<file path="src/rtl/sync_updown_counter_pkg.sv">
// Shared constants and Gray helper for the synchronous up/down counter.
// bin2gray is only referenced by the top when SYNC_CNT_GRAY_EN is defined.
package cnt_pkg;

    localparam logic CNT_UP = 1'b1;
    localparam logic CNT_DN = 1'b0;

    // 32-bit wide so any counter width up to 32 can share it; callers cast to their width.
    function automatic logic [31:0] bin2gray(input logic [31:0] bin);
        return bin ^ (bin >> 1);
    endfunction

endpackage

</file>
<file path="src/rtl/sync_updown_counter_if.sv">
// Control/status bundle between a counter user (master) and the counter (slave).
// The q_gray member exists only when SYNC_CNT_GRAY_EN is defined.
interface sync_updown_counter_if #(
    parameter int WIDTH = 4
) ();
    logic             en;
    logic             up_dn;
    logic             load;
    logic [WIDTH-1:0] load_val;
    logic [WIDTH-1:0] q;
    logic             tc;
    logic             wrap;
`ifdef SYNC_CNT_GRAY_EN
    logic [WIDTH-1:0] q_gray;

    modport master (output en, up_dn, load, load_val, input q, tc, wrap, q_gray);
    modport slave  (input en, up_dn, load, load_val, output q, tc, wrap, q_gray);
`else
    modport master (output en, up_dn, load, load_val, input q, tc, wrap);
    modport slave  (input en, up_dn, load, load_val, output q, tc, wrap);
`endif
endinterface

</file>
<file path="src/rtl/sync_updown_counter_next.sv">
// Combinational next-count and wrap detection for one enabled step in either direction.
module cnt_next
    import cnt_pkg::*;
#(
    parameter int WIDTH  = 4,
    parameter int MODULO = 2 ** WIDTH
) (
    input  logic [WIDTH-1:0] q,
    input  logic             up_dn,
    output logic [WIDTH-1:0] nxt,
    output logic             wrap_nxt
);

    localparam logic [WIDTH:0] TOP = (WIDTH + 1)'(MODULO - 1);

    logic at_top;
    logic at_zero;

    // Anything at or above MODULO-1 counts as the top value, so a stray q still wraps.
    assign at_top  = ({1'b0, q} >= TOP);
    assign at_zero = (q == '0);

    always_comb begin
        nxt      = q;
        wrap_nxt = 1'b0;
        case (up_dn)
            CNT_UP: begin
                if (at_top) begin
                    nxt      = '0;
                    wrap_nxt = 1'b1;
                end else begin
                    nxt = WIDTH'({1'b0, q} + (WIDTH + 1)'(1));
                end
            end
            CNT_DN: begin
                if (at_zero) begin
                    nxt      = TOP[WIDTH-1:0];
                    wrap_nxt = 1'b1;
                end else begin
                    nxt = WIDTH'({1'b0, q} - (WIDTH + 1)'(1));
                end
            end
            default: ;
        endcase
    end

endmodule

</file>
<file path="src/rtl/sync_updown_counter.sv">
// Synchronous modulo up/down counter with load, terminal count and wrap pulse.
// Define SYNC_CNT_GRAY_EN to add a registered Gray-coded copy of the count.
module sync_updown_counter
    import cnt_pkg::*;
#(
    parameter int WIDTH   = 4,
    parameter int MODULO  = 2 ** WIDTH,
    parameter int RST_VAL = 0
) (
    input  logic                   clk,
    input  logic                   rst,
    sync_updown_counter_if.slave   cnt_if
);

    localparam logic [WIDTH-1:0] RST_Q   = WIDTH'(RST_VAL);
    localparam logic [WIDTH:0]   MOD_EXT = (WIDTH + 1)'(MODULO);
    localparam logic [WIDTH-1:0] TOP_Q   = WIDTH'(MODULO - 1);

    logic [WIDTH-1:0] cnt_q, cnt_d;
    logic             wrap_q, wrap_d;
    logic [WIDTH-1:0] step_val;
    logic             step_wrap;

    cnt_next #(
        .WIDTH  (WIDTH),
        .MODULO (MODULO)
    ) u_next (
        .q        (cnt_q),
        .up_dn    (cnt_if.up_dn),
        .nxt      (step_val),
        .wrap_nxt (step_wrap)
    );

    // Load takes precedence over counting; oversized load values saturate at the top.
    always_comb begin
        cnt_d  = cnt_q;
        wrap_d = 1'b0;
        if (cnt_if.load) begin
            cnt_d = ({1'b0, cnt_if.load_val} < MOD_EXT) ? cnt_if.load_val : TOP_Q;
        end else if (cnt_if.en) begin
            cnt_d  = step_val;
            wrap_d = step_wrap;
        end
    end

    always_ff @(posedge clk) begin
        if (rst) begin
            cnt_q  <= RST_Q;
            wrap_q <= 1'b0;
        end else begin
            cnt_q  <= cnt_d;
            wrap_q <= wrap_d;
        end
    end

    assign cnt_if.q    = cnt_q;
    assign cnt_if.wrap = wrap_q;
    assign cnt_if.tc   = cnt_if.en & ~cnt_if.load & step_wrap;

`ifdef SYNC_CNT_GRAY_EN
    localparam logic [WIDTH-1:0] RST_GRAY = WIDTH'(bin2gray(32'(RST_VAL)));

    logic [WIDTH-1:0] gray_q;

    always_ff @(posedge clk) begin
        if (rst) begin
            gray_q <= RST_GRAY;
        end else begin
            gray_q <= WIDTH'(bin2gray(32'(cnt_d)));
        end
    end

    assign cnt_if.q_gray = gray_q;
`endif

endmodule

</file>
<file path="src/flat_wrapper.sv">
// flat-port wrapper written by rule: the top's interface ports become plain ports
module sync_updown_counter_flat import cnt_pkg::*;
#(
    parameter int WIDTH   = 4,
    parameter int MODULO  = 2 ** WIDTH,
    parameter int RST_VAL = 0
)
  (clk, rst, cnt_if_en, cnt_if_up_dn, cnt_if_load, cnt_if_load_val, cnt_if_q, cnt_if_tc, cnt_if_wrap);
  sync_updown_counter_if #(.WIDTH(WIDTH)) cnt_if_i ();
  input  logic clk;
  input  logic rst;
  input wire logic [$bits(cnt_if_i.en)-1:0] cnt_if_en;
  input wire logic [$bits(cnt_if_i.up_dn)-1:0] cnt_if_up_dn;
  input wire logic [$bits(cnt_if_i.load)-1:0] cnt_if_load;
  input wire logic [$bits(cnt_if_i.load_val)-1:0] cnt_if_load_val;
  output wire logic [$bits(cnt_if_i.q)-1:0] cnt_if_q;
  output wire logic [$bits(cnt_if_i.tc)-1:0] cnt_if_tc;
  output wire logic [$bits(cnt_if_i.wrap)-1:0] cnt_if_wrap;
  assign cnt_if_i.en = cnt_if_en;
  assign cnt_if_i.up_dn = cnt_if_up_dn;
  assign cnt_if_i.load = cnt_if_load;
  assign cnt_if_i.load_val = cnt_if_load_val;
  assign cnt_if_q = cnt_if_i.q;
  assign cnt_if_tc = cnt_if_i.tc;
  assign cnt_if_wrap = cnt_if_i.wrap;
  sync_updown_counter #(.WIDTH(WIDTH), .MODULO(MODULO), .RST_VAL(RST_VAL)) u_core (.clk(clk), .rst(rst), .cnt_if(cnt_if_i));
endmodule
</file>
<file path="config.mk">
export PLATFORM = sky130hd
export DESIGN_NAME = sync_updown_counter_flat
export DESIGN_NICKNAME = d
export VERILOG_FILES = /design/src/rtl/sync_updown_counter_pkg.sv /design/src/rtl/sync_updown_counter_if.sv /design/src/rtl/sync_updown_counter_next.sv /design/src/rtl/sync_updown_counter.sv /design/src/flat_wrapper.sv
export SDC_FILE = /design/constraint.sdc
export NUM_CORES = 1
export LEC_CHECK = 0
export CELL_PAD_IN_SITES_DETAIL_PLACEMENT = 2
export CELL_PAD_IN_SITES_GLOBAL_PLACEMENT = 2
export CORE_MARGIN = 5
export CORE_UTILIZATION = 18
export DETAILED_ROUTE_END_ITERATION = 8
export PLACE_DENSITY = 0.71
export SLEW_MARGIN = 20
export SYNTH_ARGS = -nofsm -noshare
export SYNTH_HDL_FRONTEND = slang
export SYNTH_SLANG_ARGS = --single-unit
export TNS_END_PERCENT = 10
</file>
<file path="constraint.sdc">
create_clock -name clk -period 1.4 [get_ports clk]
set_clock_uncertainty 0.05 [all_clocks]
set_input_delay 0.42 -clock clk [delete_from_list [all_inputs] [get_ports clk]]
set_output_delay 0.42 -clock clk [all_outputs]
set_load 0.05 [all_outputs]
</file>
Word level (Yosys, flattened, before mapping)
Cells that the tools add are included.
Widths: inputs -> output; s select.
- bits in registers: 5
- input port bits: 9
- logic and storage cells: 21
- output and inout port bits: 6
- muxes and demuxes: 8
- bitwise operators: 5
- add/subtract/negate cells: 2
- reductions and logical operators: 3
- magnitude comparators: 1
- operators by type and width (cell ; number):
    $mux 4 ; 4
    $pmux 4 s2 ; 1
    $add 4x1->4 const B ; 1
    $ge 4x4->1 const B ; 1
    $logic_not 4->1 ; 1
    $sub 4x1->4 const B ; 1
    $not 1->1 ; 3
    $reduce_or 3->1 ; 1
    $and 1x1->1 ; 2
    $mux 1 ; 2
    $pmux 1 s2 ; 1
    $reduce_bool 2->1 ; 1

Depth between registers and ports, before layout
Gate-level depths: netlist of run 1.
- depth after elaboration: 5
- gate-level depth with buffers: 6
- depth with buffers taken out: 6

Hierarchy
Synthesis of run 1 repeated with hierarchy kept, for this count alone.
- cells, all modules: 42
- area, all modules: 364.1 µm²
- by module, submodules not included (module ; times used ; cells an instance ; sequential area each (µm²) ; area each (µm²)):
    sync_updown_counter ; 1 ; 22 ; 100.1 ; 222.7
    cnt_next ; 1 ; 20 ; 0.0 ; 141.4

Least setup slack after synthesis of run 1
No wires, ideal clock.
- kind: register to output
- from: reg u_core.cnt_q[1], in the netlist u_core.cnt_if.q[1]
- to: out cnt_if_tc
- cell stages (with the launch flop): 4
- required time: 0.930 ns
- slack: -0.916 ns
- arrival: 1.846 ns
- cells stage by stage: dfxtp_1 -> ha_1 -> a41oi_1 -> nor2_1
- word-level cells in the longest chain between the ends: 4
- RTL lines (what ; line ; source):
    start, declared ; sync_updown_counter.sv:19 ; logic [WIDTH-1:0] cnt_q, cnt_d;
    start signal, assigned ; sync_updown_counter.sv:51 ; cnt_q <= cnt_d;
    $ge 4x4->1 or $logic_not 4->1 (tied branches) ; sync_updown_counter_next.sv:20, sync_updown_counter_next.sv:21 ;
    $mux 1 (on tied branches) ; sync_updown_counter_next.sv:28, sync_updown_counter_next.sv:36 ;
    $pmux 1 s2 (*) ; sync_updown_counter_next.sv:26 ; case (up_dn)
    $and 1x1->1 (*) ; sync_updown_counter.sv:58 ; assign cnt_if.tc = cnt_if.en & ~cnt_if.load & step_wrap;
    end, declared ; flat_wrapper.sv:17 ; output wire logic [$bits(cnt_if_i.tc)-1:0] cnt_if_tc;
Every way passes the cells marked *; elsewhere a longest branch is shown, timed or not.

Worst setup path in the final report of run 1
Ends and elaborated chain as after synthesis.

==> results.sh, run 1 <==
export IMPL_grt_pass1_wl_mm=2.684
export IMPL_path_clk_slew_ps=50
export IMPL_cts_tree="built"
export IMPL_setup_viol=3
export IMPL_clkPwrFrac_pct=26.9
export IMPL_maxCapViolations=0
export IMPL_yosysWarnings=0
export IMPL_synth_area_leader_cell="dfxtp_1"
export IMPL_grt_overflow=0
export IMPL_n_fill_cell=229
export IMPL_rsz0062_at_grt="true"
export IMPL_ys_top_cells_by_area="dfxtp_1 29%, xnor2_1 7.6%, ha_1 7.2%"
export IMPL_ys_ff_latch=5
export IMPL_clock_sink_count=5
export IMPL_layout_nets=91
export IMPL_hold_start="cnt_if_en"
export IMPL_postSynthAreaPerCell_um2=7.905
export IMPL_grt_pass1_vias=543
export IMPL_initial_utilization_pct=18.29
export IMPL_port_buffers=14
export IMPL_seqPwrFrac_pct=26.7
export IMPL_fmax_mhz=533.8
export IMPL_antenna_found_initial=0
export IMPL_synthCells=44
export IMPL_outcome="finished with violations"
export IMPL_setup_slack_ps=-473.3
export IMPL_whs_path_depth=4
export IMPL_routed_wl_mm=1.723
export IMPL_cts_buffer_depth=2
export IMPL_htreeDepth=1
export IMPL_finalHoldViolations=0
export IMPL_diodes=0
export IMPL_grt_max_degree=9
export IMPL_p_switching_uw=212.4
export IMPL_cp_start_kind="register"
export IMPL_worstSkewPairLatency_ps=240
export IMPL_wl_per_cell_um=16.25
export IMPL_grtUsageTotal_pct=13.75
export IMPL_r2r_cells=6
export IMPL_viasPerCell=4.453
export IMPL_slew_headroom_pct=81.13
export IMPL_first_pass_iters=2
export IMPL_syn_to_final_growth_pct=136.7
export IMPL_finalCritPeriodShare_pct=133.8
export IMPL_dp_hpwl_mm=1.371
export IMPL_ant_nets=0
export IMPL_fp_row_count=16
export IMPL_p_leak_nw=0.3389
export IMPL_holdPathEnd="u_core.cnt_if.wrap"
export IMPL_critical_path_required_ps=930
export IMPL_tightest_slew_ps=283.1
export IMPL_coreArea_um2=1902
export IMPL_p_sw_share_pct=33.61
export IMPL_drc=0
export IMPL_synth_top_area_share_pct=28.78
export IMPL_ios=15
export IMPL_numCtsBuffers=3
export IMPL_hold_slack_ps=648.5
export IMPL_drt_iter0_markers=3
export IMPL_drv_slew=0
export IMPL_crit_arrival_ps=1400
export IMPL_critPathCaptureType="output port"
export IMPL_hold_class="in2reg"
export IMPL_postCtsHoldBufs=0
export IMPL_critical_path_cell_chain="inv_4, ha_4, nand2b_4, nor3_4, a41oi_2, nor2_4, buf_12"
export IMPL_ys_seq_area_share_pct=28.78
export IMPL_post_route_util_pct=43.29
export IMPL_die_area_um2=2912
export IMPL_cts_root_buf="clkbuf_4"
export IMPL_final_common_cell="buf_4"
export IMPL_power_density_nw_per_um2=767.7
export IMPL_gp_congestion=0.7682
export IMPL_max_stage_delay_ps=370
export IMPL_drive_gt1_share_pct=51.90
export IMPL_rr_startpoint="u_core.cnt_if.q[0]"
export IMPL_synthDistinctLibCells=24
export IMPL_synthesis_nets=55
export IMPL_reg2reg_to="u_core.cnt_if.q[3]"
export IMPL_die_x_um=53.96
export IMPL_layout_common_cells="14 x buf_4, 6 x clkdlybuf4s50_1, 6 x buf_12"
export IMPL_worstSetupPathType="reg2out"
export IMPL_path_max_fanout=4
export IMPL_violations="negative setup slack"
export IMPL_post_route_min_period_ps=1873
export IMPL_via_count=472
export IMPL_syn_cell_area_um2=347.8
export IMPL_pwr_share_comb_pct=46.4
export IMPL_p_int_uw=419.6
export IMPL_path_delay_family="flip-flops"
export IMPL_ir_drop_uv=484.3
export IMPL_die_h_um=53.96
export IMPL_path_buf_inv=2
export IMPL_reg2reg_setup_slack_ps=-80
export IMPL_slowest_stage="dfxtp_4"
[cell usage after synthesis, drive strengths merged]
master	n
nand2	2
nand2b	3
o21a	1
nor3	2
dfxtp	5
ha	2
nor3b	1
nand4	1
o22ai	1
xnor2	3
inv	4
a21boi	1
a21oi	4
a311o	1
a41oi	1
or3	1
clkbuf	1
nor2b	1
o21ai	3
mux2i	1
nor2	4
a31oi	1
[layer usage]
| layer | share of wire, % | track usage, % | vias up |
|---|---|---|---|
| met5 | 0 | 0 | - |
| met4 | 1.0 | 5.106 | 0 |
| met3 | 6.6 | 7.202 | 4 |
| met2 | 56 | 26.61 | 14 |
| li1 | - | - | 227 |
| met1 | 36 | 11.58 | 227 |
[state kept, by name, summed over array words and instances, names as in the netlist]
name and flops:
u_core.cnt_if.wrap 1, u_core.cnt_if.q 4
[metrics by stage]
step                      total power, mW  worst slack (ps)  TNS, ps  std cells  instance area, um^2
after detailed placement           0.4319            -694.0    -2079         99                720.7
after global routing               0.6728            -557.2   -918.3        106                823.3
after floorplan                    0.2797            -288.3   -354.6         44                377.9
final                              0.6320            -473.3   -722.3        106                823.3
after global placement             0.4185            -587.2    -1642         99                720.7
after CTS                          0.6336            -503.4   -656.7        105                797.0
[worst max path at each step]
stage	cells past startpoint	endpoint	start
2_1_floorplan	6	cnt_if_tc	u_core.cnt_if.q[0]
3_3_place_gp	6	cnt_if_tc	cnt_if_up_dn
3_5_place_dp	6	cnt_if_tc	cnt_if_up_dn
4_1_cts	7	cnt_if_tc	u_core.cnt_if.q[1]
5_1_grt	7	cnt_if_tc	u_core.cnt_if.q[1]
6_report	7	cnt_if_tc	u_core.cnt_if.q[1]
[power by group through the flow]
stage	combinational (mW)	sequential, mW	clock, mW
5_1_grt	0.311	0.171	0.191
6_report	0.293	0.169	0.170
3_5_place_dp	0.260	0.172	0
2_1_floorplan	0.0736	0.206	0
4_1_cts	0.287	0.170	0.177
3_3_place_gp	0.248	0.171	0
[area by class of cell]
cell class / count / area (um^2) / share of cell area [%]
clock buffer: 4 / 26.28 / 3.191
inverter: 4 / 17.52 / 2.128
multi-input combinational: 34 / 279.0 / 33.89
sequential: 5 / 115.1 / 13.98
tap: 27 / 33.78 / 4.103
timing repair buffer: 32 / 351.6 / 42.71
[worst min-delay path: stages]
cell            delay [ps]
dlymetal6s2s_1         140
nand2b_1               150
buf_4                  140
nor3_1                  40
[logic make-up after synthesis]
logic type                 after synthesis  synth area share [%]
AOI/OAI and AO/OA                       13                 25.18
xor gates and xnor gates                 3                 7.555
adders and majority gates                2                 7.193
buffers and inverters                    5                 6.115
DFF                                      5                 28.78
muxes                                    1                 2.878
and+or+nand+nor                         15                 22.31
[what timing repair did]
| action | in CTS | in global routing |
|---|---|---|
| pin swaps | 2 | 0 |
| endpoints found under the hold margin | 0 | 0 |
| gates resized for setup | 8 | 6 |
| setup endpoints to repair | 4 | 7 |
| setup buffers | 2 | 1 |
Power figures use the tool's default switching activity.
==> run 2, diff against run 1 <==
- CTS_CLUSTER_DIAMETER: not set -> 120
==> results of run 2 <==
Final layout, timing and power as in run 1 (identical DEF).
==> run 3, diff against run 2 <==
- CORE_MARGIN: 5 -> 2
==> results.sh, run 3 (same netlist as run 1, synthesis figures left out) <==
export IMPL_outcome="finished with violations"
export IMPL_violations="negative setup slack"
export IMPL_grt_overflow=0
export IMPL_worstSkewPairLatency_ps=240
export IMPL_post_route_min_period_ps=1829
export IMPL_tns_ps=-558.1
export IMPL_setup_viol=2
export IMPL_crit_arrival_ps=1360
export IMPL_ant_nets=0
export IMPL_critical_path_required_ps=930
export IMPL_clkPwrFrac_pct=28.4
export IMPL_cp_start_kind="register"
export IMPL_p_leak_nw=0.3264
export IMPL_p_sw_share_pct=33.37
export IMPL_cts_tree="built"
export IMPL_gp_congestion=0.7445
export IMPL_max_stage_delay_ps=370
export IMPL_finalCritPeriodShare_pct=130.6
export IMPL_seqPwrFrac_pct=27.6
export IMPL_path_buf_inv=2
export IMPL_dp_hpwl_mm=1.166
export IMPL_port_buffers=14
export IMPL_layout_nets=89
export IMPL_routed_wl_mm=1.502
export IMPL_rsz0062_at_grt="true"
export IMPL_tightest_slew_ps=236.5
export IMPL_diodes=0
export IMPL_p_int_uw=407.8
export IMPL_drc=0
export IMPL_die_x_um=47.96
export IMPL_fmax_mhz=546.8
export IMPL_drv_slew=0
export IMPL_die_h_um=47.96
export IMPL_viasPerCell=4.529
export IMPL_cts_buffer_depth=2
export IMPL_numCtsBuffers=3
export IMPL_grtUsageTotal_pct=16.34
export IMPL_path_clk_slew_ps=50
export IMPL_place_inst=95
export IMPL_final_common_cell="buf_4"
export IMPL_ir_drop_uv=490.1
export IMPL_pwr_share_comb_pct=44.1
export IMPL_setup_slack_ps=-428.9
export IMPL_htreeDepth=1
export IMPL_via_count=462
export IMPL_power_total_uw=612.0
export IMPL_path_max_fanout=4
export IMPL_wl_per_cell_um=14.73
export IMPL_largest_register_ffs=4
export IMPL_antenna_found_initial=0
export IMPL_postCtsHoldBufs=0
export IMPL_syn_to_final_growth_pct=125.9
export IMPL_fp_row_count=15
export IMPL_die_area_um2=2300
export IMPL_coreArea_um2=1764
export IMPL_hold_class="reg2reg"
export IMPL_dp_slack_ps=-603.4
export IMPL_first_pass_iters=4
export IMPL_layout_cells_non_filler=102
export IMPL_p_switching_uw=204.2
export IMPL_clock_sink_count=5
export IMPL_slew_headroom_pct=84.24
export IMPL_grt_pass1_wl_mm=2.490
export IMPL_ios=15
export IMPL_reg2reg_setup_slack_ps=-130
export IMPL_maxCapViolations=0
export IMPL_critical_path_cell_chain="inv_4, ha_4, nand2b_4, nor3_2, a41oi_2, nor2_4, buf_12"
export IMPL_drt_iter0_markers=1
export IMPL_slowest_stage="dfxtp_4"
export IMPL_power_density_nw_per_um2=778.9
export IMPL_critPathCaptureType="output port"
export IMPL_cts_root_buf="clkbuf_4"
export IMPL_path_delay_family="flip-flops"
export IMPL_drive_gt1_share_pct=48.05
export IMPL_grt_max_degree=9
export IMPL_finalHoldViolations=0
export IMPL_grt_pass1_vias=515
export IMPL_worstSetupPathType="reg2out"
export IMPL_layout_common_cells="14 x buf_4, 6 x clkdlybuf4s50_1, 6 x buf_12"
export IMPL_initial_utilization_pct=19.72
[run 3: worst min-delay path: stages, from the launching register on]
cell and delay (ps):
dfxtp_2 340, nand2b_1 90, a31oi_1 100, o22ai_2 110
[run 3: path summary, 6_finish.rpt]
kind | start | depth (start not counted) | endpoint
setup / recovery | u_core.cnt_if.q[0] | 7 | cnt_if_tc
hold / removal | u_core.cnt_if.q[2] | 3 | u_core.cnt_if.q[3]
setup reg to reg | u_core.cnt_if.q[0] | 6 | u_core.cnt_if.q[3]
hold reg to reg | u_core.cnt_if.q[2] | 3 | u_core.cnt_if.q[3]
[run 3: power groups by stage]
stage	clock network (mW)	logic [mW]	registers [mW]
after detailed placement	0	0.246	0.171
after global routing	0.188	0.289	0.171
after floorplan	0	0.0736	0.206
final	0.174	0.270	0.169
after global placement	0	0.237	0.171
after CTS	0.184	0.272	0.169
[run 3: final cells by class]
| type | count | area [um^2] |
|---|---|---|
| fill | 210 | 978.4 |
| timing repair buffer | 30 | 329.1 |
| multi-input combinational | 34 | 266.5 |
| sequential | 5 | 112.6 |
| tap | 25 | 31.28 |
| clock buffer | 4 | 26.28 |
| inverter | 4 | 20.02 |
[run 3: metrics by stage]
stage               hold slack, ps  instance area, um^2  utilization, %
floorplan                    431.9                377.9               -
global placement             598.4                703.2           39.86
detailed placement           608.8                703.2           39.86
CTS                          651.3                780.7           44.26
global route                 673.4                785.8           44.54
finish                       646.1                785.8           44.54
[run 3: timing repair]
item / 4_1_cts / 5_1_grt
pin swaps: 4 / 0
gates resized for setup: 7 / 2
setup endpoints to repair: 4 / 5
buffers inserted: 3 / 0
[run 3: metal layers]
| layer | track usage, % | vias to the layer above | routed length (um) | share of wire [%] |
|---|---|---|---|---|
| met4 | 4.865 | 0 | 46 | 3.1 |
| li1 | - | 221 | - | - |
| met5 | 0 | - | 0 | 0 |
| met3 | 5.660 | 4 | 57 | 3.8 |
| met1 | 18.40 | 223 | 571 | 38 |
| met2 | 28.80 | 14 | 827 | 55 |
